===== src/rtl/reset_ctrl_pkg.sv =====
// Shared types and constants for the board reset path feeding the data-memory reset controller.
package reset_ctrl_pkg;

  typedef enum logic [2:0] {
    IDLE       = 3'd0,
    PRESS_DB   = 3'd1,
    SWEEP      = 3'd2,
    HELD       = 3'd3,
    RELEASE_DB = 3'd4
  } state_t;

  localparam int DMEM_ADDR_W = 6;
  // One full reset-image sweep touches every word for two cycles.
  localparam int DMEM_RESET_SWEEP_CYCLES = 2 * (2 ** DMEM_ADDR_W);

  function automatic int counter_width(input int a, input int b);
    int m;
    m = (a > b) ? a : b;
    if ($clog2(m) < 1) begin
      return 1;
    end else begin
      return $clog2(m);
    end
  endfunction

endpackage


===== src/rtl/bit_synchronizer.sv =====
// Multi-flop synchroniser for a single asynchronous board input, reset to 0.
module bit_synchronizer #(
  parameter int STAGES = 2
) (
  input  logic clock,
  input  logic reset_n,
  input  logic async_bit,
  output logic sync_bit
);

  logic [STAGES-1:0] sync_r;

  // Shift chain; the oldest stage is the only one safe to use downstream.
  always_ff @(posedge clock or negedge reset_n) begin
    if (!reset_n) begin
      sync_r <= {STAGES{1'b0}};
    end else begin
      sync_r <= {sync_r[STAGES-2:0], async_bit};
    end
  end

  assign sync_bit = sync_r[STAGES-1];

endmodule


===== src/rtl/reset_button_conditioner.sv =====
// Turns the raw reset pushbutton into a debounced, minimum-length reset request
// for the data-memory reset controller.
module reset_button_conditioner
  import reset_ctrl_pkg::*;
#(
  parameter int SYNC_STAGES     = 2,
  parameter int DEBOUNCE_CYCLES = 50000,
  parameter int MIN_HOLD_CYCLES = DMEM_RESET_SWEEP_CYCLES
) (
  input  logic       clock,
  input  logic       reset_n,
  input  logic       button_in,
  output logic       mem_reset_out,
  output logic       busy,
  output logic       sweep_done,
  output logic [7:0] sweep_count
);

  localparam int              CNT_W     = counter_width(DEBOUNCE_CYCLES, MIN_HOLD_CYCLES);
  localparam logic [CNT_W-1:0] CNT_ZERO  = {CNT_W{1'b0}};
  localparam logic [CNT_W-1:0] CNT_ONE   = CNT_W'(1);
  localparam logic [CNT_W-1:0] DB_LAST   = CNT_W'(DEBOUNCE_CYCLES - 1);
  localparam logic [CNT_W-1:0] HOLD_LAST = CNT_W'(MIN_HOLD_CYCLES - 1);

  logic             btn_s;
  state_t           state_r;
  state_t           state_next;
  logic [CNT_W-1:0] cnt_r;
  logic [CNT_W-1:0] cnt_next;
  logic             mem_next;
  logic             busy_next;
  logic             done_next;
  logic [7:0]       count_next;

  bit_synchronizer #(
    .STAGES(SYNC_STAGES)
  ) u_btn_sync (
    .clock    (clock),
    .reset_n  (reset_n),
    .async_bit(button_in),
    .sync_bit (btn_s)
  );

  // State and shared counter registers.
  always_ff @(posedge clock or negedge reset_n) begin
    if (!reset_n) begin
      state_r <= IDLE;
      cnt_r   <= CNT_ZERO;
    end else begin
      state_r <= state_next;
      cnt_r   <= cnt_next;
    end
  end

  // Next-state logic; the button is deliberately ignored while sweeping.
  always_comb begin
    state_next = state_r;
    case (state_r)
      IDLE: begin
        if (btn_s) state_next = PRESS_DB;
        else       state_next = IDLE;
      end
      PRESS_DB: begin
        if (!btn_s)                 state_next = IDLE;
        else if (cnt_r == DB_LAST)  state_next = SWEEP;
        else                        state_next = PRESS_DB;
      end
      SWEEP: begin
        if (cnt_r == HOLD_LAST) state_next = HELD;
        else                    state_next = SWEEP;
      end
      HELD: begin
        if (!btn_s) state_next = RELEASE_DB;
        else        state_next = HELD;
      end
      RELEASE_DB: begin
        if (btn_s)                  state_next = HELD;
        else if (cnt_r == DB_LAST)  state_next = IDLE;
        else                        state_next = RELEASE_DB;
      end
      default: state_next = IDLE;
    endcase
  end

  // Output and counter next values, computed from the upcoming state so the flops line up with it.
  always_comb begin
    cnt_next   = CNT_ZERO;
    mem_next   = 1'b0;
    busy_next  = 1'b0;
    done_next  = 1'b0;
    count_next = sweep_count;
    if (state_next != state_r) begin
      cnt_next = CNT_ZERO;
    end else if ((state_r == PRESS_DB) || (state_r == SWEEP) || (state_r == RELEASE_DB)) begin
      cnt_next = cnt_r + CNT_ONE;
    end else begin
      cnt_next = CNT_ZERO;
    end
    mem_next  = (state_next == SWEEP) || (state_next == HELD) || (state_next == RELEASE_DB);
    busy_next = (state_next != IDLE);
    done_next = (state_r == SWEEP) && (cnt_r == HOLD_LAST);
    if (done_next) begin
      count_next = sweep_count + 8'd1;
    end else begin
      count_next = sweep_count;
    end
  end

  // Output registers.
  always_ff @(posedge clock or negedge reset_n) begin
    if (!reset_n) begin
      mem_reset_out <= 1'b0;
      busy          <= 1'b0;
      sweep_done    <= 1'b0;
      sweep_count   <= 8'd0;
    end else begin
      mem_reset_out <= mem_next;
      busy          <= busy_next;
      sweep_done    <= done_next;
      sweep_count   <= count_next;
    end
  end

endmodule


===== config.mk =====
export PLATFORM = sky130hd
export DESIGN_NAME = reset_button_conditioner
export DESIGN_NICKNAME = d
export VERILOG_FILES = /design/src/rtl/reset_ctrl_pkg.sv /design/src/rtl/bit_synchronizer.sv /design/src/rtl/reset_button_conditioner.sv
export SDC_FILE = /design/constraint.sdc
export NUM_CORES = 1
export LEC_CHECK = 0
export CORE_UTILIZATION = 52
export DETAILED_ROUTE_END_ITERATION = 16
export PLACE_DENSITY_LB_ADDON = 0.12
export SETUP_SLACK_MARGIN = 0.15
export SYNTH_ARGS = -nofsm -noshare
export SYNTH_HDL_FRONTEND = slang
export SYNTH_SLANG_ARGS = --single-unit

===== constraint.sdc =====
create_clock -name clock -period 1.7 [get_ports clock]
set_input_delay 0.17 -clock clock [delete_from_list [all_inputs] [get_ports clock]]
set_output_delay 0.17 -clock clock [all_outputs]
set_load 0.01 [all_outputs]

==> impl_metrics.tcl <==
set metrics [dict create \
    vias 1517 \
    clock_power_share 0.350 \
    dp_hpwl_mm 2.78 \
    finalHoldViolCount 0 \
    syn_area_per_cell_um2 11.3 \
    crit_fanout 8 \
    synth_top_flop_cell "dfrtp_1" \
    wl_per_cell_um 18.2 \
    dpl_cell_area_um2 2210 \
    h-tree-depth 2 \
    drt-initial-drc-count 80 \
    grt_start_max_net_pins 33 \
    power_frac_comb 0.100 \
    die_w_um 61.6 \
    reg2regPathDepth 6 \
    r2r_setup_slack_ns -0.08 \
    cts_tree "done" \
    core_um2 3360 \
    crit_chain "nor4b_4 -> buf_4 -> nand4_4 -> o21ai_4 -> bufbuf_16 -> a211oi_2" \
    finalSetupViolations 19 \
    worst_pin_slew_ns 0.432 \
    reg2reg_from "cnt_r[7]$_DFF_PN0_" \
    cp-start-kind "flop" \
    grt.total_usage 0.281 \
    ys_ff_latch 32 \
    cts-buffers-inserted 5 \
    p_switching_mw 0.346 \
    yosysSeqAreaShare 0.433 \
    violations "setup timing" \
    cap_violations 0 \
    cpMaxStageDelayCell "dfrtp_1" \
    synth_edf_count 0 \
    design_area_um2 2640 \
    numClockSinks 32 \
    min_period_over_period 1.04 \
    fp.dieArea_um2 3800 \
    final_layout_size_suffix_gt1_frac 0.451 \
    slew_headroom 0.710 \
    finClkSkew_ns 0.00963 \
    r2r_end "cnt_r[3]$_DFF_PN0_" \
    rsz0062_at_grt "yes" \
    critPathRequiredTime_ns 1.92 \
    status "complete, but fails checks" \
    p_int_mw 1.06 \
    yosysUniqueCellTypes 43 \
    diodes 0 \
    path_clk_slew_ns 0.10 \
    num_io_pins 14 \
    drv_slew 0 \
    viasPerCell 5.86 \
    period_needed_ns 1.78 \
    slowest_delay_ns 0.43 \
    grt_pass1_wl_mm 7.46 \
    crit_type "reg2reg" \
    peakVddDrop_uv 506 \
    clockBufferDepth 2 \
    grt.overflow.total 0 \
    clk_latency_ns 0.33 \
    drt-total-wl_mm 4.72 \
    nets 218 \
    core.rowCount 21 \
    p_sw_frac 0.245 \
    antenna_found_initial 0 \
    yosys_warnings 0 \
    clockRootBuffer "clkbuf_4" \
    async_reset_ff_frac 1.00 \
    timing.setup.tns_ns -0.787 \
    leakage_nw 1.07 \
    die_y_um 61.6 \
    max_freq_ghz 0.563 \
    gp_congestion 0.820 \
    seqPwrFrac 0.550 \
    pwr_density_cell_nw_per_um2 533 \
    cts_hold_buf 0 \
    initial_core_util 0.550 \
    end_kind "flop" \
    first_global_vias 1593 \
    fin_ws_ns -0.0760 \
    place.port_buffers 13 \
    crit_arrival_ns 1.99 \
    synthCells 164 \
    drtPass1Iterations 5 \
    synth_fp_nets 169 \
    syn_area_um2 1850 \
    detail-route-antenna-nets 0 \
    drc 0 \
    syn2layout_area_growth_pct 42.7 \
    hp-class "in2async" \
]
-- cells in the final DEF, fill, tap and decap left out, types with 6 or more instances in the layout --
cell             Yosys  layout
dfrtp_1             32      30
buf_6                3       6
nand3_1              8       6
nand2_1              7       7
inv_1                7       7
xor2_1               9       9
a211oi_2            10      15
clkdlybuf4s50_1      0      13
xnor2_1             12      12
buf_4                1      27
nor2_1               8       7
-- per-layer routing --
layer / global-route usage / vias to the layer above / part of all wire
li1: - / 711 / -
met1: 0.313 / 742 / 0.41
met2: 0.501 / 48 / 0.53
met3: 0.0609 / 16 / 0.035
met4: 0.149 / 0 / 0.029
met5: 0 / - / 0
-- through the flow --
stage | cells | util | hold slack [ns] | worst slack, ns | power, mW
final | 259 | 0.785 | 0.228 | -0.0760 | 1.41
after global routing | 259 | 0.785 | 0.262 | -0.130 | 1.46
after CTS | 258 | 0.761 | 0.235 | 0.0329 | 1.41
after detailed placement | 240 | 0.656 | 0.345 | -0.116 | 0.894
after global placement | 240 | 0.656 | 0.332 | 0.00338 | 0.890
after floorplan | 164 | - | -0.126 | 0.0226 | 0.847
-- worst max-delay path by stage --
stage,from,endpoint,slack [ns]
2_1_floorplan,cnt_r[10]$_DFF_PN0_,sweep_count[1]$_DFFE_PN0P_,0.02
3_3_place_gp,cnt_r[7]$_DFF_PN0_,sweep_count[5]$_DFFE_PN0P_,0.003
3_5_place_dp,cnt_r[7]$_DFF_PN0_,sweep_count[5]$_DFFE_PN0P_,-0.12
4_1_cts,cnt_r[15]$_DFF_PN0_,cnt_r[15]$_DFF_PN0_,0.03
5_1_grt,cnt_r[7]$_DFF_PN0_,cnt_r[3]$_DFF_PN0_,-0.13
6_report,cnt_r[7]$_DFF_PN0_,cnt_r[3]$_DFF_PN0_,-0.08
-- cells by family after synthesis --
kind of cell / count (synthesis) / synth area share
AOI/OAI and AO/OA: 30 / 0.156
xor gates and xnor gates: 21 / 0.0995
adders and majority gates: 2 / 0.0135
buffers and inverters: 16 / 0.0487
DFF: 32 / 0.433
muxes: 3 / 0.0169
and+or+nand+nor: 60 / 0.232
-- power groups by stage --
| stage | sequential [mW] | combinational, mW | clock (mW) |
|---|---|---|---|
| global placement | 0.789 | 0.101 | 0 |
| detailed placement | 0.790 | 0.104 | 0 |
| global route | 0.776 | 0.151 | 0.534 |
| finish | 0.775 | 0.141 | 0.492 |
| CTS | 0.775 | 0.136 | 0.500 |
| floorplan | 0.791 | 0.0555 | 0 |
-- synthesized netlist by cell type, types with 2 or more instances --
cell / instances / area, um^2
dfrtp_1: 32 / 801
nand3_1: 8 / 40.0
and4_1: 2 / 17.5
buf_2: 2 / 10.0
nor2b_1: 3 / 18.8
a21oi_1: 3 / 15.0
nor4bb_1: 2 / 20.0
clkbuf_1: 2 / 7.51
nor2_1: 8 / 30.0
xor2_1: 9 / 78.8
mux2i_1: 2 / 20.0
inv_1: 7 / 26.3
nand4_1: 5 / 31.3
nor4_2: 4 / 50.1
ha_1: 2 / 25.0
a211oi_1: 7 / 52.6
a211oi_2: 10 / 125
o21ai_0: 3 / 15.0
buf_6: 3 / 33.8
nor4_1: 6 / 37.5
nor3_1: 4 / 20.0
nor4b_2: 2 / 30.0
xnor2_1: 12 / 105
nand2_1: 7 / 26.3
-- state kept, by name (all words and copies together), names as in the netlist --
name               count
sweep_done             1
state_r                3
u_btn_sync.sync_r      2
cnt_r                 16
mem_reset_out          1
busy                   1
sweep_count            8
-- timing repair --
action,4_1_cts,5_1_grt
gates cloned,2,0
gates resized for setup,33,12
pin swaps,25,13
buffers inserted,9,1
endpoints found under the setup margin,27,30
-- final cells by class --
cell class,instances,area (um^2)
multi-input combinational,117,1190
tap,46,57.6
sequential,32,803
fill,203,724
clock buffer,7,65.1
timing repair buffer,50,493
inverter,7,26.3
-- worst max-delay path, delay by kind of cell (launching register included) --
family,cells,cell delay [ns]
flip-flops,1,0.43
buffers and inverters,2,0.51
AO/OA/AOI/OAI,2,0.27
AND/OR/NAND/NOR,2,0.46
Note: power is estimated with default switching activity, not from simulation.
